===== src/rtl/riscv_enc_pkg.sv =====
// Shared types and constants for the RV32 instruction encoder.
// Format and error codes match the loader interface encoding.
package riscv_enc_pkg;

  typedef enum logic [2:0] {
    FMT_I = 3'd0,
    FMT_S = 3'd1,
    FMT_B = 3'd2,
    FMT_U = 3'd3,
    FMT_J = 3'd4,
    FMT_R = 3'd5
  } fmt_e;

  typedef enum logic [1:0] {
    ERR_NONE     = 2'd0,
    ERR_RANGE    = 2'd1,
    ERR_MISALIGN = 2'd2,
    ERR_BADFMT   = 2'd3
  } err_e;

  localparam logic [6:0] OPC_LUI    = 7'b0110111;
  localparam logic [6:0] OPC_AUIPC  = 7'b0010111;
  localparam logic [6:0] OPC_JAL    = 7'b1101111;
  localparam logic [6:0] OPC_JALR   = 7'b1100111;
  localparam logic [6:0] OPC_BRANCH = 7'b1100011;
  localparam logic [6:0] OPC_LOAD   = 7'b0000011;
  localparam logic [6:0] OPC_STORE  = 7'b0100011;
  localparam logic [6:0] OPC_OP_IMM = 7'b0010011;
  localparam logic [6:0] OPC_OP     = 7'b0110011;

  localparam int IMM12_MIN = -2048;
  localparam int IMM12_MAX = 2047;
  localparam int IMM_B_MIN = -4096;
  localparam int IMM_B_MAX = 4094;
  localparam int IMM_J_MIN = -(1 << 20);
  localparam int IMM_J_MAX = (1 << 20) - 2;

  function automatic logic imm_fits(input logic [31:0] imm, input int lo, input int hi);
    return ($signed(imm) >= lo) && ($signed(imm) <= hi);
  endfunction

endpackage


===== src/rtl/imm_pack.sv =====
// Combinational packer: format, register fields and a 32-bit immediate to an RV32 word.
// Bit placement mirrors the decoder's immediate extraction so decode(encode(x)) == x.
module imm_pack
  import riscv_enc_pkg::*;
(
  input  logic [2:0]  fmt_i,
  input  logic [6:0]  opcode_i,
  input  logic [4:0]  rd_i,
  input  logic [4:0]  rs1_i,
  input  logic [4:0]  rs2_i,
  input  logic [2:0]  funct3_i,
  input  logic [6:0]  funct7_i,
  input  logic [31:0] imm_i,
  output logic [31:0] word_o,
  output err_e        err_o
);

  always_comb begin
    word_o = '0;
    err_o  = ERR_NONE;
    case (fmt_e'(fmt_i))
      FMT_I: begin
        word_o = {imm_i[11:0], rs1_i, funct3_i, rd_i, opcode_i};
        if (!imm_fits(imm_i, IMM12_MIN, IMM12_MAX)) err_o = ERR_RANGE;
      end
      FMT_S: begin
        word_o = {imm_i[11:5], rs2_i, rs1_i, funct3_i, imm_i[4:0], opcode_i};
        if (!imm_fits(imm_i, IMM12_MIN, IMM12_MAX)) err_o = ERR_RANGE;
      end
      FMT_B: begin
        word_o = {imm_i[12], imm_i[10:5], rs2_i, rs1_i, funct3_i, imm_i[4:1], imm_i[11],
                  opcode_i};
        if (imm_i[0]) begin
          err_o = ERR_MISALIGN;
        end else if (!imm_fits(imm_i, IMM_B_MIN, IMM_B_MAX)) begin
          err_o = ERR_RANGE;
        end
      end
      FMT_U: begin
        word_o = {imm_i[31:12], rd_i, opcode_i};
        if (imm_i[11:0] != 12'd0) err_o = ERR_MISALIGN;
      end
      FMT_J: begin
        word_o = {imm_i[20], imm_i[10:1], imm_i[11], imm_i[19:12], rd_i, opcode_i};
        if (imm_i[0]) begin
          err_o = ERR_MISALIGN;
        end else if (!imm_fits(imm_i, IMM_J_MIN, IMM_J_MAX)) begin
          err_o = ERR_RANGE;
        end
      end
      FMT_R: begin
        word_o = {funct7_i, rs2_i, rs1_i, funct3_i, rd_i, opcode_i};
      end
      default: begin
        err_o = ERR_BADFMT;
      end
    endcase
  end

endmodule


===== src/rtl/instr_encoder.sv =====
// Instruction encoder for the program-loader path: packs requests into RV32 words, assigns
// sequential write addresses, reports rejected requests and counts words delivered.
module instr_encoder
  import riscv_enc_pkg::*;
#(
  parameter int unsigned ADDR_W = 32,
  parameter int unsigned CNT_W  = 16
) (
  input  logic              clk,
  input  logic              rst,
  input  logic              load_base,
  input  logic [ADDR_W-1:0] base_addr,
  input  logic              in_valid,
  output logic              in_ready,
  input  logic [2:0]        in_fmt,
  input  logic [6:0]        in_opcode,
  input  logic [4:0]        in_rd,
  input  logic [4:0]        in_rs1,
  input  logic [4:0]        in_rs2,
  input  logic [2:0]        in_funct3,
  input  logic [6:0]        in_funct7,
  input  logic [31:0]       in_imm,
  output logic              out_valid,
  input  logic              out_ready,
  output logic [31:0]       out_instr,
  output logic [ADDR_W-1:0] out_addr,
  output logic              err_valid,
  output logic [1:0]        err_code,
  output logic [CNT_W-1:0]  word_count
);

  logic [31:0]       pack_word;
  err_e              pack_err;

  logic              out_valid_q, out_valid_d;
  logic [31:0]       out_instr_q, out_instr_d;
  logic [ADDR_W-1:0] out_addr_q, out_addr_d;
  logic [ADDR_W-1:0] addr_q, addr_d;
  logic              err_valid_q, err_valid_d;
  err_e              err_code_q, err_code_d;
  logic [CNT_W-1:0]  cnt_q, cnt_d;

  logic              accept;
  logic [ADDR_W-1:0] base_aligned;
  logic [ADDR_W-1:0] addr_sel;
  logic              unused_base_lsbs;

  imm_pack u_imm_pack (
    .fmt_i    (in_fmt),
    .opcode_i (in_opcode),
    .rd_i     (in_rd),
    .rs1_i    (in_rs1),
    .rs2_i    (in_rs2),
    .funct3_i (in_funct3),
    .funct7_i (in_funct7),
    .imm_i    (in_imm),
    .word_o   (pack_word),
    .err_o    (pack_err)
  );

  assign unused_base_lsbs = ^base_addr[1:0];
  assign base_aligned     = {base_addr[ADDR_W-1:2], 2'b00};
  assign in_ready         = ~out_valid_q | out_ready;
  assign accept           = in_valid & in_ready;
  // A base load in the same cycle as an accept applies to that word.
  assign addr_sel         = load_base ? base_aligned : addr_q;

  always_comb begin
    out_valid_d = out_valid_q;
    out_instr_d = out_instr_q;
    out_addr_d  = out_addr_q;
    addr_d      = addr_q;
    err_valid_d = 1'b0;
    err_code_d  = err_code_q;
    cnt_d       = cnt_q;

    if (load_base) addr_d = base_aligned;

    if (out_valid_q && out_ready) begin
      out_valid_d = 1'b0;
      cnt_d       = cnt_q + CNT_W'(1);
    end

    if (accept) begin
      if (pack_err == ERR_NONE) begin
        out_valid_d = 1'b1;
        out_instr_d = pack_word;
        out_addr_d  = addr_sel;
        addr_d      = addr_sel + ADDR_W'(4);
      end else begin
        // Rejected requests are consumed without touching the address counter.
        err_valid_d = 1'b1;
        err_code_d  = pack_err;
      end
    end
  end

  always_ff @(posedge clk) begin
    if (rst) begin
      out_valid_q <= 1'b0;
      out_instr_q <= '0;
      out_addr_q  <= '0;
      addr_q      <= '0;
      err_valid_q <= 1'b0;
      err_code_q  <= ERR_NONE;
      cnt_q       <= '0;
    end else begin
      out_valid_q <= out_valid_d;
      out_instr_q <= out_instr_d;
      out_addr_q  <= out_addr_d;
      addr_q      <= addr_d;
      err_valid_q <= err_valid_d;
      err_code_q  <= err_code_d;
      cnt_q       <= cnt_d;
    end
  end

  assign out_valid  = out_valid_q;
  assign out_instr  = out_instr_q;
  assign out_addr   = out_addr_q;
  assign err_valid  = err_valid_q;
  assign err_code   = err_code_q;
  assign word_count = cnt_q;

endmodule


===== config.mk =====
export PLATFORM = sky130hd
export DESIGN_NAME = instr_encoder
export DESIGN_NICKNAME = d
export VERILOG_FILES = /design/src/rtl/riscv_enc_pkg.sv /design/src/rtl/imm_pack.sv /design/src/rtl/instr_encoder.sv
export SDC_FILE = /design/constraint.sdc
export NUM_CORES = 1
export LEC_CHECK = 0
export ABC_AREA = 1
export BUFFER_PORTS_ARGS = -buffer_cell sky130_fd_sc_hd__buf_4
export CORE_MARGIN = 10
export CORE_UTILIZATION = 52
export DETAILED_ROUTE_END_ITERATION = 6
export HOLD_SLACK_MARGIN = 0.1
export MAX_ROUTING_LAYER = met4
export PLACE_DENSITY = 0.83
export SLEW_MARGIN = 5
export SYNTH_ARGS = -nofsm -noshare
export SYNTH_HDL_FRONTEND = slang
export SYNTH_SLANG_ARGS = --single-unit

===== constraint.sdc =====
create_clock -name clk -period 2.25 [get_ports clk]
set_input_delay 0.3375 -clock clk [delete_from_list [all_inputs] [get_ports clk]]
set_output_delay 0.3375 -clock clk [all_outputs]
set_load 0.02 [all_outputs]

==> results of run 1 <==
==> critical path, delay by kind of cell, from the launching register on <==
family / cells / cell delay (ns)
flip-flops: 1 / 0.31
AND/OR/NAND/NOR: 12 / 1.39
buffers and inverters: 2 / 0.22
==> per-stage QoR <==
stage	power [W]	utilization [%]	hold slack, ns	setup slack, ns	setup TNS (ns)
2_1_floorplan	0.002697	-	0.4264	0.1608	0
3_3_place_gp	0.003169	71.45	0.4350	-0.02611	-0.07665
3_5_place_dp	0.003185	71.45	0.4406	-0.08934	-0.2542
4_1_cts	0.005639	76.12	0.1837	0.08319	0
5_1_grt	0.005868	76.52	0.1797	-0.01968	-0.01968
6_report	0.005625	76.52	0.1903	0.2223	0
==> routing by layer <==
layer,routed length (um),part of all wire [%],global-route usage (%),vias up
met5,0,0,-,-
met2,9841,47,39.64,294
met1,8777,42,29.22,3198
li1,-,-,-,3634
met3,1739,8.4,8.354,42
met4,386,1.9,8.808,0
==> sequential cells by signal, summed over array words and instances (netlist names) <==
signal,count
out_valid,1
err_code,2
word_count,16
out_instr,32
err_valid,1
addr_q,32
out_addr,32
==> what timing repair did <==
item	CTS	global route
hold buffers	0	0
gates resized for setup	0	11
buffers inserted	0	1
setup endpoints to repair	0	10
==> Yosys cell counts (2+ instances only) <==
library cell / instances
a21oi_1: 99
nor2_2: 6
buf_2: 17
nand4_1: 19
nor3_1: 15
o211ai_1: 6
clkbuf_1: 16
buf_6: 2
o221ai_1: 2
o22ai_1: 5
nand3_1: 51
or2_2: 12
o21a_1: 2
ha_1: 2
nor3_2: 3
nor2_1: 111
dfxtp_1: 116
nand2_1: 300
o21ai_0: 62
inv_1: 94
nor4_1: 5
inv_2: 9
==> logic make-up (layout without fill, tap and decap cells) <==
family                   after synthesis  in the layout  share of synthesized area [%]
XOR/XNOR                               1              1                         0.1437
flip-flops                           116            116                          38.10
multiplexers                           1              1                         0.1642
adder cells (fa/ha/maj)                2              2                         0.4104
buffers and inverters                139            405                          9.154
AO/OA/AOI/OAI                        179            179                          15.39
AND/OR/NAND/NOR                      529            529                          36.64
==> layout by cell type, fill, tap and decap left out, drive strengths merged, types with 2 or more instances in the layout <==
cell and instances:
nor3 19, clkinv 8, a21oi 100, or2 13
dfxtp 116, o221ai 2, inv 103, o21a 2
nand2 301, nand4 19, o22ai 5, nor2 118
o211ai 6, clkbuf 21, o21ai 62, nand3 52
buf 271, ha 2, nor4 5
==> power by group <==
part	internal, W	leakage, nW	switching, W
clock	0.00153	0.266	0.000936
sequential	0.00214	0.945	0.0000340
combinational	0.000428	2.86	0.000562
==> final timing paths <==
check                from  slack [ns]            to
max reg2reg     addr_q[3]        0.22    addr_q[31]
max             addr_q[3]        0.22    addr_q[31]
min reg2reg     addr_q[1]        0.45     addr_q[1]
min          in_opcode[4]        0.19  out_instr[4]
==> cell type report <==
| type | count | area, sq um | share of cell area [%] |
|---|---|---|---|
| sequential | 116 | 2325 | 26.49 |
| clock buffer | 21 | 450.4 | 5.133 |
| clock inverter | 10 | 85.08 | 0.9696 |
| inverter | 103 | 386.6 | 4.406 |
| timing repair buffer | 271 | 2097 | 23.90 |
| multi-input combinational | 712 | 3252 | 37.06 |
| tap | 143 | 178.9 | 2.039 |
==> metrics.csv, run 1 <==
stage;metric;value;unit
placed_design;postPlaceCellArea;8193;sq um
placed_design;placed_cells_incl_taps;1344;
setup_path;path_cells;nand2_1, nand2_1, buf_4, nand3_1, nor2_1, nand3_1, nor3_2, nand3_1, inv_1, nand3_1, nor2_2, nand3_1, nand2_1, nor2_1;
logic_synthesis;syn_area;6096;sq um
hold_path;hold_depth;3;
status;outcome;complete, no violations;
logic_synthesis;ys.flop_type;dfxtp_1;
setup_path;cp.required;2.56;ns
placed_design;gp_congestion;0.9777;
setup_path;crit_path_frequent_cell;nand3_1;
pwr;ir_worst_vdd;644.3;uV
setup_path;crit_type;reg -> reg;
pwr;p_leak;4.069;nW
cts;clockBufferDepth;2;
sta;tightestPinTransition;0.5099;ns
final_layout;n_antenna_cell;0;
logic_synthesis;ys_warn_count;0;
sta;fin_crit_sh;90.12;%
setup_path;critPathLaunchType;flip-flop;
global_route;grt_pass1_wl;33.05;mm
logic_synthesis;synth_top_area_cell;dfxtp_1;
detailed_routing;viasPerCell;5.209;
detailed_routing;wl_per_cell;15.08;um
sta;max_clock_freq;493.2;MHz
logic_synthesis;yosysTopAreaCellShare;38.10;%
sta;drv_slew;0;
detailed_routing;first_pass_iters;5;
floorplanning;rows;39;
detailed_routing;drt-total-wl;20.74;mm
final_layout;fin_area;8775;sq um
logic_synthesis;ys_seq_area_share;38.10;%
logic_synthesis;synthCells;967;
sta;setup_violations;0;
setup_path;arrival;2.33;ns
final_layout;fillCellCount;938;
placed_design;dp.final_hpwl;15.85;mm
pwr;p_per_area;641.1;nW/um^2
placed_design;io_buffers;186;
floorplanning;initial_utilization;53.16;%
hold_path;hold_class;in -> reg;
global_route;grt_start_max_net_pins;41;
final_layout;area_delta_synth_final;43.95;%
floorplanning;die_h;128.3;um
setup_path;crit_fanout;3;
detailed_routing;drtAntennaViolNets;0;
cts;clock_latency;0.42;ns
cts;cts_buffers;17;
setup_path;crit_path_top_delay_cell;dfxtp_1;
cts;clk_pin_slew_worst_paths;0.06;ns
floorplanning;die_area;16450;sq um
sta;finClkSkew;0.01263;ns
setup_path;cp-end-kind;flip-flop;
logic_synthesis;async_flop_share;0;%
detailed_routing;drt_iter0_drc;583;
logic_synthesis;syn-num-nets;1073;
final_layout;final_nets;1327;
cts;cts_max_level;4;
logic_synthesis;yosys_register_bits;116;
logic_synthesis;avgSynthCellArea;6.304;sq um
logic_synthesis;synth_edf_count;0;
sta;finalHoldViolCount;0;
final_layout;stdcell_count;1376;
sta;fin_crit;2.028;ns
global_route;antenna_found_initial;0;
setup_path;r2r_cells;14;
logic_synthesis;yosys.cell_types.count;35;
detailed_routing;num_vias;7168;
job;maxCapViolations;0;
floorplanning;core-area;11470;sq um
cts;root_buffer;clkbuf_16;
floorplanning;fp.dieW;128.3;um
final_layout;drive_gt1_share;27.90;%
logic_synthesis;yosys-top-cells-area;dfxtp_1 38%, nand2_1 18%, a21oi_1 8.1%;
floorplanning;io_pins;189;
setup_path;cpPeakStageDelay;0.31;ns
global_route;overflow;0;
sta;grt_setup_unrepaired;yes;
cts;cts_sinks;116;
sta;max-slew-margin-rel;65.65;%
detailed_routing;drc;0;
cts;cts_tree;yes;
global_route;grt_util_all_layers;25.12;%
global_route;first_global_vias;7001;
Note: power is estimated with default switching activity, not from simulation.
==> run 2, diff against run 1 <==
RECOVER_POWER = 25   (was not set)
==> run 2 against run 1 <==
The run now ends with capacitance limit, slew limit left; die area stayed put; clock skew is 0.0016 ns lower; maximum frequency rose by 0.11%; via count grew 0.13%; hold slack got worse by 0.00084 ns.
==> metrics.csv, run 2 (synthesis results as in run 1) <==
stage;metric;value;unit;change
cts;cts_tree;yes;;
hold_path;hold_class;in -> reg;;
setup_path;cp.required;2.56;ns;about the same
cts;cts_buffers;17;;unchanged
setup_path;critPathLaunchType;flip-flop;;
final_layout;fillCellCount;940;;+0.21%
sta;setup_tns;0;ns;unchanged
setup_path;crit_fanout;3;;unchanged
setup_path;r2r_cells;14;;unchanged
global_route;first_global_vias;7001;;unchanged
cts;clk_pin_slew_worst_paths;0.06;ns;about the same
detailed_routing;num_vias;7177;;+0.13%
sta;max_clock_freq;493.7;MHz;+0.11%
final_layout;n_antenna_cell;0;;unchanged
final_layout;mostFrequentLayoutCells;300 x nand2_1, 264 x buf_4, 114 x dfxtp_1;;
setup_path;crit_type;reg -> reg;;
sta;max-slew-margin-rel;-9.789;%;-75 points
sta;fin_crit_sh;90.02;%;-0.10 points
detailed_routing;drc;0;;unchanged
sta;grt_setup_unrepaired;yes;;
status;outcome;finished, violations left;;
global_route;antenna_found_initial;0;;unchanged
placed_design;postPlaceCellArea;8193;sq um;unchanged
setup_path;reg2reg_from;addr_q[3];;
setup_path;reg2reg_slack;0.22;ns;about the same
floorplanning;core-area;11470;sq um;unchanged
setup_path;cp-end-kind;flip-flop;;
sta;holdWs;0.1895;ns;-0.0008420 ns
detailed_routing;first_pass_iters;5;;unchanged
sta;tightestPinTransition;1.647;ns;+1.137 ns
pwr;ir_worst_vdd;644.2;uV;about the same
status;failed_checks;capacitance limit, slew limit;;
floorplanning;die_area;16450;sq um;unchanged
sta;finalHoldViolCount;0;;unchanged
job;maxCapViolations;1;;+1
global_route;grt_start_max_net_pins;41;;unchanged
global_route;overflow;0;;unchanged
floorplanning;die_h;128.3;um;unchanged
floorplanning;io_pins;189;;unchanged
sta;drv_slew;37;;+37
pwr;p_leak;4.065;nW;about the same
detailed_routing;drtAntennaViolNets;0;;unchanged
pwr;finalPower;0.005627;W;about the same
placed_design;dp.final_hpwl;15.85;mm;unchanged
cts;clockBufferDepth;2;;unchanged
setup_path;arrival;2.33;ns;about the same
sta;setup_ws;0.2246;ns;+0.002267 ns
global_route;grt_util_all_layers;25.12;%;unchanged
floorplanning;fp.dieW;128.3;um;unchanged
hold_path;hold_depth;3;;unchanged
cts;cts_max_level;4;;unchanged
final_layout;area_delta_synth_final;43.88;%;about the same
detailed_routing;drt-total-wl;20.76;mm;about the same
pwr;p_per_area;641.6;nW/um^2;about the same
floorplanning;initial_utilization;53.16;%;unchanged
final_layout;drive_gt1_share;27.82;%;-0.081 points
hold_path;min-delay-start;in_opcode[4];;
hold_path;whs_endpoint;out_instr[4];;
sta;setup_violations;0;;unchanged
final_layout;fin_area;8771;sq um;about the same
detailed_routing;drt_iter0_drc;583;;unchanged
detailed_routing;viasPerCell;5.216;;+0.13%
cts;root_buffer;clkbuf_16;;
sta;fin_crit;2.025;ns;-0.002267 ns
detailed_routing;wl_per_cell;15.09;um;about the same
global_route;grt_pass1_wl;33.05;mm;unchanged
cts;clock_latency;0.42;ns;about the same
placed_design;io_buffers;186;;unchanged
final_layout;final_nets;1327;;unchanged
setup_path;regToRegEndpoint;addr_q[31];;
sta;finClkSkew;0.01102;ns;-0.001608 ns
cts;cts_hold_buf;0;;unchanged
floorplanning;rows;39;;unchanged
final_layout;final_common_cell;nand2_1;;
placed_design;pre_cts_slack;-0.08934;ns;unchanged
placed_design;gp_congestion;0.9777;;unchanged
cts;cts_sinks;116;;unchanged
[run 2: cell count changes in the layout (fill, tap and decap cells not counted), sizes merged]
cell    change
buf         -2
clkbuf      +2
[run 2: routing by layer]
metal	vias up	track usage (%)	share of wire, %
li1	3634	-	-
met4	0	8.808	1.9
met3	45	8.354	8.4
met2	297	39.64	47
met5	-	-	0
met1	3201	29.22	42
[run 2: through the flow]
stage,utilization [%],cells
floorplan,-,967
global placement,71.45,1344
detailed placement,71.45,1344
CTS,76.12,1375
global route,76.49,1376
finish,76.49,1376
[run 2: final cells by class]
class                           instances  area [sq um]  share of cell area [%]
Tap cell                              143         178.9                   2.040
Multi-Input combinational cell        712          3252                   37.08
Clock buffer                           21         450.4                   5.136
Clock inverter                         10         85.08                  0.9700
Timing Repair Buffer                  271          2093                   23.87
Sequential cell                       116          2325                   26.51
Inverter                              103         386.6                   4.408
[run 2: critical path, stage by stage (launching register included)]
cell and delay, ns:
dfxtp_1 0.31, nand2_1 0.05, nand2_1 0.10, buf_4 0.12, nand3_1 0.09, nor2_1 0.14, nand3_1 0.15, nor3_2 0.18
nand3_1 0.15, inv_1 0.10, nand3_1 0.10, nor2_2 0.21, nand3_1 0.11, nand2_1 0.07, nor2_1 0.04
[run 2: power breakdown]
group	switching, W	internal (W)	leakage (nW)	total [W]
clock	0.000938	0.00153	0.266	0.00247
combinational	0.000562	0.000427	2.85	0.000989
sequential	0.0000340	0.00214	0.945	0.00217
[run 2: worst max-delay path by stage]
stage | slack, ns | start | endpoint | cells past startpoint
after floorplan | 0.16 | load_base | addr_q[30] | 16
after global placement | -0.03 | load_base | addr_q[30] | 16
after detailed placement | -0.09 | load_base | addr_q[30] | 16
after CTS | 0.08 | word_count[1] | word_count[14] | 14
after global routing | -0.02 | addr_q[3] | addr_q[30] | 14
final | 0.22 | addr_q[3] | addr_q[31] | 14
[run 2: what timing repair did]
action	CTS	global route
resized for setup	0	11
endpoints found under the setup margin	0	10
setup buffers	0	1
